$ cat src/rtl/dot_feed.sv
// dot_feed: buffers two Q8.8 operand vectors and replays them into a non-pipelined MAC.
// Optional macro FEED_SKIP_ZERO_EN: elements with a zero operand are skipped in one cycle.
module dot_feed #(
  parameter int DEPTH = 10,
  parameter int WIDTH = 16,
  parameter int AW    = 4,
  parameter int GAP   = 5
) (
  input  logic                    clk,
  input  logic                    reset,
  input  logic                    ld_en,
  input  logic                    ld_sel,
  input  logic [AW-1:0]           ld_addr,
  input  logic [WIDTH-1:0]        ld_data,
  input  logic [AW-1:0]           len,
  input  logic                    start,
  output logic signed [WIDTH-1:0] A,
  output logic signed [WIDTH-1:0] B,
  output logic [3:0]              wrAddr,
  output logic                    busy,
  output logic                    done
);

  localparam int CW = $clog2(GAP + 1);
  localparam logic [3:0] CMD_IDLE  = 4'd0;
  localparam logic [3:0] CMD_LOAD  = 4'd1;
  localparam logic [3:0] CMD_CLEAR = 4'd2;

  typedef enum logic [2:0] {S_IDLE, S_CLR, S_ISSUE, S_WAIT, S_DONE} state_t;

  state_t                  state, state_nxt;
  logic [AW-1:0]           idx, idx_nxt;
  logic [AW-1:0]           n, n_nxt;
  logic [CW-1:0]           cnt, cnt_nxt;
  logic                    skipped, skip_nxt;
  logic signed [WIDTH-1:0] mem_a [DEPTH];
  logic signed [WIDTH-1:0] mem_b [DEPTH];
  logic signed [WIDTH-1:0] op_a, op_b;

  function automatic logic [AW-1:0] clamp_len(input logic [AW-1:0] l);
    return (l > AW'(DEPTH)) ? AW'(DEPTH) : l;
  endfunction

`ifdef FEED_SKIP_ZERO_EN
  function automatic logic has_zero(input logic signed [WIDTH-1:0] a,
                                    input logic signed [WIDTH-1:0] b);
    return (a == '0) || (b == '0);
  endfunction
`endif

  // Operand buffers are data only: no reset, writes locked out while a run is active.
  always_ff @(posedge clk) begin
    if (ld_en && !busy && (ld_addr < AW'(DEPTH))) begin
      if (ld_sel) mem_b[ld_addr] <= ld_data;
      else        mem_a[ld_addr] <= ld_data;
    end
  end

  always_comb begin
    state_nxt = state;
    idx_nxt   = idx;
    n_nxt     = n;
    cnt_nxt   = cnt;
    unique case (state)
      S_IDLE: begin
        if (start && (len != '0)) begin
          state_nxt = S_CLR;
          n_nxt     = clamp_len(len);
          idx_nxt   = '0;
        end
      end
      S_CLR: state_nxt = S_ISSUE;
      S_ISSUE: begin
        if (skipped) begin
          idx_nxt   = idx + 1'b1;
          state_nxt = (idx_nxt == n) ? S_DONE : S_ISSUE;
        end else begin
          state_nxt = S_WAIT;
          cnt_nxt   = CW'(GAP);
        end
      end
      S_WAIT: begin
        cnt_nxt = cnt - 1'b1;
        if (cnt == CW'(1)) begin
          idx_nxt   = idx + 1'b1;
          state_nxt = (idx_nxt == n) ? S_DONE : S_ISSUE;
        end
      end
      S_DONE:  state_nxt = S_IDLE;
      default: state_nxt = S_IDLE;
    endcase
  end

  // Operands for the element about to be issued; outputs are registered from next state.
  always_comb begin
    op_a = '0;
    op_b = '0;
    if (idx_nxt < AW'(DEPTH)) begin
      op_a = mem_a[idx_nxt];
      op_b = mem_b[idx_nxt];
    end
  end

`ifdef FEED_SKIP_ZERO_EN
  assign skip_nxt = (state_nxt == S_ISSUE) && has_zero(op_a, op_b);
`else
  assign skip_nxt = 1'b0;
`endif

  always_ff @(posedge clk or negedge reset) begin
    if (!reset) begin
      state   <= S_IDLE;
      idx     <= '0;
      n       <= '0;
      cnt     <= '0;
      skipped <= 1'b0;
      A       <= '0;
      B       <= '0;
      wrAddr  <= CMD_IDLE;
      busy    <= 1'b0;
      done    <= 1'b0;
    end else begin
      state   <= state_nxt;
      idx     <= idx_nxt;
      n       <= n_nxt;
      cnt     <= cnt_nxt;
      skipped <= skip_nxt;
      busy    <= (state_nxt != S_IDLE);
      done    <= (state_nxt == S_DONE);
      wrAddr  <= CMD_IDLE;
      if (state_nxt == S_CLR) begin
        wrAddr <= CMD_CLEAR;
      end else if ((state_nxt == S_ISSUE) && !skip_nxt) begin
        wrAddr <= CMD_LOAD;
        A      <= op_a;
        B      <= op_b;
      end
    end
  end

endmodule
$ cat config.mk
export PLATFORM = sky130hd
export DESIGN_NAME = dot_feed
export DESIGN_NICKNAME = d
export VERILOG_FILES = /design/src/rtl/dot_feed.sv
export SDC_FILE = /design/constraint.sdc
export NUM_CORES = 1
export LEC_CHECK = 0
export BUFFER_PORTS_ARGS = -buffer_cell sky130_fd_sc_hd__buf_2
export CAP_MARGIN = 20
export CORE_MARGIN = 2
export CORE_UTILIZATION = 40
export DETAILED_ROUTE_END_ITERATION = 10
export PLACE_DENSITY_LB_ADDON = 0.15
export SYNTH_ARGS = -nofsm -noshare
export SYNTH_HDL_FRONTEND = slang
export SYNTH_SLANG_ARGS = --single-unit
$ cat constraint.sdc
create_clock -name clk -period 4.1 [get_ports clk]
set_input_delay 0.82 -clock clk [delete_from_list [all_inputs] [get_ports clk]]
set_output_delay 0.82 -clock clk [all_outputs]
set_load 0.03 [all_outputs]
* After elaboration in Yosys (flattened, before gate mapping) *
Memory sizes are Yosys's and may differ from the RTL's.
Cells that the tools add are included.

operators by class
  add/subtract/negate cells = 2
  order comparisons = 3
  eq/ne operators = 8
  mux-type cells = 19
  bitwise logic cells = 1
  reduce and logical (&&, ||, !) cells = 10

operator list
  kind                                                                    number
  16-bit two-way mux                                                      2
  4-bit two-way mux                                                       3
  3-bit case mux with 4 select lines                                      1
  3-bit by 1-bit equality test with 1-bit output (second input constant)  3
  3-bit by 2-bit equality test with 1-bit output (second input constant)  3
  3-bit two-way mux                                                       3
  4-bit < comparator (second input constant)                              2
  4-bit case mux with 2 select lines                                      1
  1-bit two-way mux                                                       7
  3-bit case mux with 2 select lines                                      1
  4-bit by 1-bit adder with 4-bit output (second input constant)          1
  4-bit equality test                                                     1
  4-bit > comparator (second input constant)                              1
  2-bit AND reduction                                                     2
  4-bit nonzero test                                                      1
  3-bit equality test (second input constant)                             1
  1-bit logical AND                                                       3
  3-bit logical NOT                                                       1
  3-bit nonzero test                                                      1
  3-bit by 1-bit subtractor with 3-bit output (second input constant)     1
  2-bit two-way mux                                                       1
  2-bit nonzero test                                                      1
  1-bit logical NOT                                                       1
  1-bit NOT                                                               1

storage, ports and cells
  register bits after elaboration = 52
  bits in writable memories = 320
  bits of input ports = 29
  word-level logic and storage cells = 54
  memories = 2

memories
  name   words  width  rd ports  clocked after Yosys merged registers in  write ports  line  source
  mem_a  10     16     1         0                                        1            36    logic signed [WIDTH-1:0] mem_a [DEPTH];
  mem_b  10     16     1         0                                        1            37    logic signed [WIDTH-1:0] mem_b [DEPTH];

* Logic depth before layout (Yosys ltp) *
  word-level depth = 8
  depth in mapped cells = 13
  depth with buffers taken out = 10

* Worst setup path before layout *
No wires, ideal clock.

  path type = in2reg
  start point = input ld_addr[1]
  end point = memory mem_a[4][0] (enable)
  setup time = 0.409 ns
  arrival = 3.158 ns
  required time = 3.691 ns
  path slack = 0.533 ns
  stages = 6
  path buffers = 1
  cells stage by stage = clkbuf_1 > o21ai_0 > nand3b_1 > or2_2 > or3b_2 > nor3_1

between the ends
  word-level cells in the longest chain between the ends = 4

RTL lines
  element                                  line  source
  start, declared                          13    input logic [AW-1:0] ld_addr,
  4-bit < comparator                       53    if (ld_en && !busy && (ld_addr < AW'(DEPTH))) begin
  1-bit logical AND                        53
  1-bit two-way mux                        53
  1-bit two-way mux (not written as such)  55    else mem_a[ld_addr] <= ld_data;
  end, declared                            36

Parallel ways exist; a longest one is shown, timed or not.

* Final worst setup path *
  start point = register cnt[1]
  end point = register B[6]

between the ends
  word-level cells in the longest chain between the ends = 6
  elaborated cells on any way between the ends = 12
  classes of those cells = 1 x order compare; 3 x eq/ne; 5 x mux; 1 x bitwise; 1 x reduce/logical; 1 x memory

RTL lines
  element                                                     line  source
  start, declared                                             34    logic [CW-1:0] cnt, cnt_nxt;
  start signal, assigned                                      126   cnt <= cnt_nxt;
  3-bit by 1-bit equality test with 1-bit output (*)          84    if (cnt == CW'(1)) begin
  branches (longest 5 deep; another with memory 10 x 16 bit)  -
  end signal, assigned                                        136   B <= op_b;
  end, declared                                               18    output logic signed [WIDTH-1:0] B,

Every way passes the cells marked *.
A chain may end at the register's enable or synchronous reset.

==> flow_summary.ini <==
[logic_synthesis]
muxShareOfSynthArea_pct = 0.0711
synth_adder_area_share_pct = 0.237
synthSimpleGateAreaFrac_pct = 15.2
ys_ff_latch = 370
synth_xor_xnor_area_share_pct = 0.332
synth_compound_area_share_pct = 12.3
synth_top_family_by_area = simple AND/OR/NAND/NOR gates
synth_area_um2 = 15800
yosys_warnings = 0
synth.distinct_cells = 58
yosysTopAreaCellShare_pct = 60.7
synth_top_cell_by_area = edfxtp_1
async_flop_share_pct = 13.5
synthFlopType = edfxtp_1
avgSynthCellArea_um2 = 12.0
netlist_instances = 1322
synth.area.top_cells = edfxtp_1 (61%), dfrtp_1 (7.9%), nand2_1 (6.5%)
yosysMostFrequentCell = edfxtp_1
yosysSeqAreaShare_pct = 68.6
synth_edf_count = 320
synth_top_cells_by_count = edfxtp_1 (320), nand2_1 (273), nand3_1 (98), a21oi_1 (77), nor2_1 (69)

[pwr]
p_per_area_nw_per_um2 = 705
vdd_ir_drop_max_mv = 0.554
p_leak_nw = 6.36
finalPower_mw = 12.8

[global_routing]
grt_max_degree = 85
track_usage_pct = 21.6
grt_pass1_vias = 10700
grt_pass1_wl_um = 67100
grt_overflow = 0
antenna_found_initial = 2

[placement]
io_buffers = 64
placed_area_um2 = 16900
gp_congestion = 0.845
place_hpwl_um = 26400

[timing]
min_period_ns = 3.23
finalCritPeriodShare_pct = 78.9
timing_hold_violations_final = 0
maxSlewViolCount = 0
tightestPinTransition_ns = 0.922
setup_tns_ns = 0
clock_skew_ns = 0.0166
holdWs_ns = 0.219
setup_viol = 0
rsz0062_at_grt = false
max_freq_mhz = 309
slew_headroom_pct = 38.5

[run_status]
status = finished clean

[finish]
antenna_cells = 0
n_fill_cell = 3452
drive_above_1_share_pct = 16.1
utilization_pct = 46.9
design_area_um2 = 18200
layout-area-overhead-vs-synth_pct = 14.8
nets = 1418

[floorplanning]
core_area_um2 = 38800
die_h_um = 203
dieArea_um2 = 41200
start_util_pct = 40.8
ioPinCount = 67
row_count = 72
fp.dieW_um = 203

[cts]
cts_root_buf = clkbuf_16
cts_tree = yes
cts_buffer_depth = 3
cts.sinks = 370
clk_latency_ns = 0.56
h-tree-depth = 2
cts_buffers = 41
cts_hold_buf = 0
cts_setup_buffers = 0
cts_resized = 0
clkTransAtPathRegs_ns = 0.06

[setup_path]
cp-end-kind = register
worstPathMaxFanout = 36
cp-start-kind = register
crit_required_ns = 4.57
path_class = register to register
cp.arrival_ns = 3.71

[worst_hold_path]
worstHoldPathType = primary input to async pin

[drt]
num_vias = 11000
wl_per_cell_um = 22.9
drtIter0Drc = 673
drt.antenna.violating_nets = 0
via_per_inst = 5.68
wl_met3_um = 2230
highest_layer = met5
drt-met1-wl_um = 19400
wl_met2_um = 21700
route.detailed.drc = 0
firstDrtPassIters = 5
wirelength_um = 44400

[run]
cap_violations = 0
## area by class of cell
type	instances	area, um^2	share of cell area (%)
flip-flops and latches	370	10900	59.7
multi-input cells	844	4530	24.9
clock buffers	57	1150	6.31
repair buffers	118	788	4.33
well taps	518	648	3.56
clock inverters	18	170	0.935
inverters	11	41.3	0.227
## power breakdown
part           total, mW  switching, mW  leakage [nW]  internal (mW)
registers           4.48          0.174          3.48           4.30
logic               4.75           3.27          2.23           1.48
clock network       3.60           1.50         0.642           2.10
total               12.8           4.94          6.36           7.88
## per-layer routing
layer / GRT usage, % / vias up
met2: 36.8 / 371
met5: 0 / -
met4: 6.73 / 2
met3: 3.00 / 73
li1: - / 5058
met1: 28.8 / 5494
## cell usage in the layout (no fill, tap or decap), types with 12 or more instances in the layout
master     count
a21oi_1       76
nand3_1       98
clkbuf_16     43
or3_1         15
o21ai_1       27
o31ai_1       12
a22oi_1       12
clkbuf_1      12
edfxtp_1     320
nor3_1        48
o32ai_1       12
a311oi_1      12
nor2_1        56
o21ai_0       54
o22ai_1       32
nor2_2        13
nand2_1      273
dfrtp_1       50
buf_4         49
buf_2         64
## final timing paths
check | depth (start not counted) | slack [ns] | startpoint | endpoint
setup / recovery | 12 | 0.87 | cnt[1] | B[6]
hold / removal | 1 | 0.22 | reset | done
setup reg to reg | 12 | 0.87 | cnt[1] | B[6]
hold reg to reg | 2 | 0.51 | n[3] | n[3]
max in group asynchronous | 2 | 2.93 | reset | B[8]
min in group clk | 2 | 0.51 | n[3] | n[3]
## through the flow
stage,setup slack (ns),instances
2_1_floorplan,0.533,1323
3_3_place_gp,0.718,1861
3_5_place_dp,0.697,1861
4_1_cts,0.882,1936
5_1_grt,0.623,1936
6_report,0.866,1936
## kinds of logic (layout without fill, tap and decap cells)
family / Yosys count / after routing
flops: 370 / 370
xor+xnor: 6 / 6
fa+ha+maj: 3 / 3
compound gates: 287 / 287
simple gates: 545 / 545
other cells: 1 / 2
mux: 1 / 1
buf+inv: 109 / 204
## state kept, by name, summed over array words and instances (netlist names)
register and flops:
A 16, B 16, busy 1, cnt 3, done 1, idx 4
mem_a 160, mem_b 160, n 4, state 3, wrAddr 2
## critical path, cell delays in order (launching register included)
cell      delay [ns]
dfrtp_1         0.36
inv_1           0.10
ha_1            0.19
nor2b_1         0.55
nand3_1         0.13
buf_4           0.24
a21boi_4        0.17
inv_2           0.66
buf_4           0.34
nand2_1         0.07
nand3_1         0.08
a21oi_1         0.07
nor3_1          0.16
Power figures use the tool's default switching activity.
